File: src/rtl/sram8t_pkg.sv
// Shared types and sizing helpers for the 8T SRAM access controller.
package sram8t_pkg;

  typedef enum logic [2:0] {IDLE, PRE, GUARD, ACCESS, DONE} state_e;

  // Phase counter must hold max(PRE_CYC, WL_CYC)-1; never narrower than 1 bit.
  function automatic int cnt_w(input int pre_cyc, input int wl_cyc);
    int m;
    m = (pre_cyc > wl_cyc) ? pre_cyc : wl_cyc;
    return (m < 2) ? 1 : $clog2(m);
  endfunction

endpackage

File: src/rtl/sram8t_row_dec.sv
// Registered one-hot row decoder; output is all-zero whenever en_i is low.
module sram8t_row_dec #(
  parameter int ROWS = 16,
  parameter int AW   = $clog2(ROWS)
) (
  input  logic            clk,
  input  logic            rst_n,
  input  logic [AW-1:0]   addr_i,
  input  logic            en_i,
  output logic [ROWS-1:0] wl_o
);

  always_ff @(posedge clk or negedge rst_n) begin
    if (!rst_n) begin
      wl_o <= '0;
    end else begin
      for (int r = 0; r < ROWS; r++) wl_o[r] <= en_i && (addr_i == AW'(r));
    end
  end

endmodule

File: src/rtl/sram8t_access_ctrl.sv
// Sequences single-word accesses to an 8T array: precharge, guard, word-line pulse, response.
module sram8t_access_ctrl
  import sram8t_pkg::*;
#(
  parameter int ROWS    = 16,
  parameter int COLS    = 8,
  parameter int PRE_CYC = 1,
  parameter int WL_CYC  = 2,
  parameter int AW      = $clog2(ROWS)
) (
  input  logic            clk,
  input  logic            rst_n,
  input  logic            req_valid,
  output logic            req_ready,
  input  logic            req_we,
  input  logic [AW-1:0]   req_addr,
  input  logic [COLS-1:0] req_wdata,
  output logic            rsp_valid,
  output logic            rsp_err,
  output logic [COLS-1:0] rsp_rdata,
  output logic            busy,
  output logic            pre_n,
  output logic [ROWS-1:0] wwl,
  output logic [ROWS-1:0] rwl,
  output logic            wbl_en,
  output logic [COLS-1:0] wbl,
  output logic [COLS-1:0] wblb,
  input  logic [COLS-1:0] rbl
);

  localparam int CW = cnt_w(PRE_CYC, WL_CYC);

  state_e          state_q;
  logic [CW-1:0]   cnt_q;
  logic            we_q;
  logic [AW-1:0]   addr_q;
  logic [COLS-1:0] wdata_q;
  logic            ready_q, busy_q, pre_n_q, wbl_en_q;
  logic [COLS-1:0] wbl_q, wblb_q;
  logic            rsp_valid_q, rsp_err_q;
  logic [COLS-1:0] rsp_rdata_q;
  logic            addr_ok, wl_on_d;

  assign addr_ok = 32'(req_addr) < ROWS;
  // Word lines are registered in the decoders, so enable them one cycle ahead.
  assign wl_on_d = (state_q == GUARD) || (state_q == ACCESS && cnt_q != '0);

  always_ff @(posedge clk or negedge rst_n) begin
    if (!rst_n) begin
      state_q     <= IDLE;
      cnt_q       <= '0;
      we_q        <= 1'b0;
      addr_q      <= '0;
      wdata_q     <= '0;
      ready_q     <= 1'b1;
      busy_q      <= 1'b0;
      pre_n_q     <= 1'b0;
      wbl_en_q    <= 1'b0;
      wbl_q       <= '0;
      wblb_q      <= '0;
      rsp_valid_q <= 1'b0;
      rsp_err_q   <= 1'b0;
      rsp_rdata_q <= '0;
    end else begin
      case (state_q)
        IDLE: if (req_valid && ready_q) begin
          we_q    <= req_we;
          addr_q  <= req_addr;
          wdata_q <= req_wdata;
          ready_q <= 1'b0;
          busy_q  <= 1'b1;
          if (addr_ok) begin
            state_q <= PRE;
            cnt_q   <= CW'(PRE_CYC - 1);
          end else begin
            // Out-of-range: one dwell cycle in DONE before the response strobe.
            state_q <= DONE;
            cnt_q   <= CW'(1);
          end
        end
        PRE: begin
          if (cnt_q == '0) begin
            state_q  <= GUARD;
            pre_n_q  <= 1'b1;
            wbl_en_q <= we_q;
            wbl_q    <= we_q ? wdata_q : '0;
            wblb_q   <= we_q ? ~wdata_q : '0;
          end else begin
            cnt_q <= cnt_q - 1'b1;
          end
        end
        GUARD: begin
          state_q <= ACCESS;
          cnt_q   <= CW'(WL_CYC - 1);
        end
        ACCESS: begin
          if (cnt_q == '0) begin
            state_q     <= DONE;
            pre_n_q     <= 1'b0;
            wbl_en_q    <= 1'b0;
            wbl_q       <= '0;
            wblb_q      <= '0;
            rsp_valid_q <= 1'b1;
            rsp_err_q   <= 1'b0;
            rsp_rdata_q <= we_q ? '0 : ~rbl;
          end else begin
            cnt_q <= cnt_q - 1'b1;
          end
        end
        DONE: begin
          if (cnt_q != '0) begin
            cnt_q       <= '0;
            rsp_valid_q <= 1'b1;
            rsp_err_q   <= 1'b1;
            rsp_rdata_q <= '0;
          end else begin
            state_q     <= IDLE;
            rsp_valid_q <= 1'b0;
            ready_q     <= 1'b1;
            busy_q      <= 1'b0;
          end
        end
        default: state_q <= IDLE;
      endcase
    end
  end

  sram8t_row_dec #(.ROWS(ROWS), .AW(AW)) u_wdec (
    .clk(clk), .rst_n(rst_n), .addr_i(addr_q), .en_i(wl_on_d && we_q), .wl_o(wwl)
  );

  sram8t_row_dec #(.ROWS(ROWS), .AW(AW)) u_rdec (
    .clk(clk), .rst_n(rst_n), .addr_i(addr_q), .en_i(wl_on_d && !we_q), .wl_o(rwl)
  );

  assign req_ready = ready_q;
  assign busy      = busy_q;
  assign pre_n     = pre_n_q;
  assign wbl_en    = wbl_en_q;
  assign wbl       = wbl_q;
  assign wblb      = wblb_q;
  assign rsp_valid = rsp_valid_q;
  assign rsp_err   = rsp_err_q;
  assign rsp_rdata = rsp_rdata_q;

endmodule
File: config.mk
export PLATFORM = sky130hd
export DESIGN_NAME = sram8t_access_ctrl
export DESIGN_NICKNAME = d
export VERILOG_FILES = /design/src/rtl/sram8t_pkg.sv /design/src/rtl/sram8t_row_dec.sv /design/src/rtl/sram8t_access_ctrl.sv
export SDC_FILE = /design/constraint.sdc
export NUM_CORES = 1
export LEC_CHECK = 0
export CAP_MARGIN = 20
export CORE_AREA = 2 2 103 105
export DETAILED_ROUTE_END_ITERATION = 8
export DIE_AREA = 0 0 105 107
export HOLD_SLACK_MARGIN = 0.03
export SLEW_MARGIN = 20
export SYNTH_ARGS = -nofsm -noshare
export SYNTH_HDL_FRONTEND = slang
export SYNTH_SLANG_ARGS = --single-unit
File: constraint.sdc
create_clock -name clk -period 1.4 [get_ports clk]
set_clock_uncertainty 0.05 [all_clocks]
set_input_delay 0.42 -clock clk [delete_from_list [all_inputs] [get_ports clk]]
set_output_delay 0.42 -clock clk [all_outputs]
set_load 0.005 [all_outputs]
==> flow_summary_export.csv <==
group,metric,value,unit
clock_network,h-tree-depth,3,
critical_path,worstRegToRegCells,4,
timing,fin_crit,1490,ps
clock_network,cts_inserted_buffers,9,
clock_network,clk_pin_slew,80,ps
critical_path,critPathMaxStageDelay,450,ps
global_route,grt_pass1_vias,2326,
yosys,synth_seq_area_share,66.0,%
critical_path,cp-start-kind,"flop",
yosys,synth_top_cell_area_share,65.1,%
die,io_pins,86,
detailed_routing,drt_iter0_drc,27,
power_and_ir_drop,vdd_ir_drop_max,832,uV
placement,post-place-ws,-343,ps
clock_network,clk_path_buf_depth,2,
global_route,antenna_found_initial,0,
cells_and_area,final_cells,487,
cells_and_area,fill_cells,1025,
clock_network,cts_num_sinks,79,
detailed_routing,postRouteAntennaNets,0,
cells_and_area,drive_gt1_share,49.3,%
outcome,violations,"negative setup slack",
critical_path,arrival,1720,ps
die,fp-row-count,37,
yosys,netlist_area,3000,sq um
timing,hold_violations,0,
placement,dp.cells,456,
yosys,synth_cell_type_count,34,
global_route,grt_pass1_wl,11.8,mm
clock_network,cts_root_buf,"clkbuf_8",
timing,slew_violations,0,
yosys,synth_top_area_cell,"dfrtp_1",
job,cap_violations,0,
critical_path,rrSetupSlack,-90,ps
critical_path,worstPathRequired,1630,ps
placement,gp_congestion,0.796,
yosys,yosys-top-cells-area,"dfrtp_1 (65%), mux2_2 (5.6%), nor3_1 (4.2%), nor4_1 (3.3%), a22o_1 (2.3%)",
critical_path,crit_family,"simple AND/OR/NAND/NOR gates",
clock_network,cts_tree,"done",
critical_path,endpoint_kind,"flop",
timing,fmax,672,MHz
power_and_ir_drop,power.leakage,2.14,nW
min_path,hold_path.class,"flop to flop",
detailed_routing,num_vias,2229,
critical_path,crit_slowest_cell,"dfrtp_2",
timing,worstMarginPinSlew,415,ps
yosys,synth-seq-cells,79,
yosys,syn_area_per_cell,13.0,sq um
yosys,synthArstFlopShare,100,%
die,die_area,11200,sq um
detailed_routing,wl_per_cell,14.9,microns
die,fp.dieH,107,microns
critical_path,rr_endpoint,"wbl[3]$_DFFE_PN0P_",
timing,whs,412,ps
global_route,track_usage,13.6,%
detailed_routing,routed_wl,7.25,mm
yosys,yosys_warnings,0,
critical_path,r2r_start,"cnt_q$_DFFE_PN0P_",
critical_path,critPathLaunch,"cnt_q$_DFFE_PN0P_",
global_route,overflow,0,
timing,fin_ws,-89.0,ps
critical_path,crit_chain,"or3b_4 -> nor3b_4 -> buf_12 -> a22o_1",
yosys,synthCells,230,
critical_path,crit_cells,4,
die,core,10100,sq um
timing,setup_viol_count_final,35,
power_and_ir_drop,p_per_area,2050,nW/um^2
critical_path,worstSetupPathType,"flop to flop",
cells_and_area,area_growth,48.2,%
clock_network,clkLatencyLatePin,340,ps
cells_and_area,n_antenna_cell,0,
detailed_routing,via_per_inst,4.58,
cells_and_area,nNetsFinal,370,
critical_path,crit_buf_inv,1,
timing,slew_headroom,72.3,%
critical_path,critPathMaxFanout,8,
global_route,grt_max_degree,35,
placement,dp_hpwl,5.02,mm
yosys,syn_nets,254,
detailed_routing,first_pass_iters,4,
critical_path,endpoint,"wbl[3]$_DFFE_PN0P_",
timing,fin_crit_sh,106,%
power_and_ir_drop,finalPower,9.11,mW
yosys,synth_commonest_cells,"dfrtp_1 (78), nor3_1 (25), nand2_1 (18), nor4_1 (16), mux2_2 (15)",
timing,tns,-1610,ps
min_path,min_from,"wdata_q[3]$_DFFE_PN0P_",
die,start_util,29.7,%
detailed_routing,drc,0,
timing,rsz0062_at_grt,"true",
die,die_w,105,microns
placement,portBuffers,85,
outcome,status,"finished, violations left",
min_path,hold_path_depth,1,
yosys,synth-edff-count,0,
yosys,ys.flop_type,"dfrtp_1",
yosys,yosysMostFrequentCell,"dfrtp_1",
## repair_timing
action,4_1_cts,5_1_grt
cloned,2,0
setup endpoints to repair,102,63
hold buffers,1,0
endpoints found under the hold margin,18,0
resized for setup,256,27
setup buffers,12,0
pin swaps,5,3
## metal layers
| metal | vias up | wire, microns | global-route usage [%] |
|---|---|---|---|
| li1 | 1051 | - | - |
| met5 | - | 0 | 0 |
| met3 | 11 | 319 | 2.86 |
| met2 | 61 | 3500 | 21.4 |
| met4 | 0 | 129 | 6.29 |
| met1 | 1106 | 3300 | 17.9 |
## where the power goes
part | leakage (nW) | switching (mW) | total (mW) | internal [mW]
clock network | 0.114 | 0.826 | 2.02 | 1.19
registers | 1.03 | 0.459 | 3.36 | 2.90
logic | 0.989 | 1.86 | 3.73 | 1.87
## cells by family after synthesis
kind of cell           share of synthesized area [%]
AND/OR/NAND/NOR                                 15.7
multiplexers                                    7.88
XOR/XNOR                                       0.292
buffers and inverters                           3.38
flip-flops                                      66.0
AO/OA/AOI/OAI                                   6.80
## sequential cells by signal, summed over array words and instances (netlist names)
register     cells
addr_q           4
busy             1
cnt_q            1
pre_n            1
req_ready        1
rsp_err          1
rsp_rdata        8
rsp_valid        1
state_q          3
u_rdec.wl_o     16
u_wdec.wl_o     16
wbl              8
wbl_en           1
wblb             8
wdata_q          8
we_q             1
## worst min path at each step
| stage | endpoint | slack [ps] |
|---|---|---|
| after floorplan | addr_q[0]$_DFFE_PN0P_ | 70 |
| after global placement | u_wdec.wl_o[2]$_DFF_PN0_ | 290 |
| after detailed placement | u_wdec.wl_o[2]$_DFF_PN0_ | 290 |
| after CTS | wblb[3]$_DFFE_PN0P_ | 400 |
| after global routing | wblb[3]$_DFFE_PN0P_ | 430 |
| final | wblb[3]$_DFFE_PN0P_ | 410 |
## worst register-to-register path, stage by stage (launching register included)
cell and delay, ps:
dfrtp_2 450, or3b_4 440, nor3b_4 230, buf_12 150
a22o_1 110
## stage by stage
step                utilization (%)  cell area (sq um)
CTS                            43.6               4400
detailed placement             42.0               4240
finish                         44.0               4440
floorplan                         -               3070
global placement               42.0               4240
global route                   44.0               4440
## final cells by class
class,instances,area [sq um],share of cell area (%)
sequential,79,1980,44.6
multi-input combinational,130,1080,24.3
timing repair buffer,123,955,21.5
tap,136,170,3.83
clock buffer,11,131,2.96
clock inverter,5,106,2.39
inverter,3,18.8,0.422
## placed cells by master, fill, tap and decap left out, drive strengths merged
master         count
buf               91
dfrtp             78
nor3              25
clkdlybuf4s50     22
mux2              21
clkbuf            19
nand2             18
nor4              16
o21ai             13
a22o               8
nand2b             4
nand3              4
nor3b              3
bufinv             3
inv                3
nor2               3
or2                2
nand4              2
a31oi              2
a21oi              2
or2b               1
or3b               1
nand3b             1
a32oi              1
a21bo              1
xor2               1
o2bb2ai            1
clkinvlp           1
clkinv             1
dlygate4sd3        1
clkdlybuf4s15      1
dfstp              1
Power figures use the tool's default switching activity.
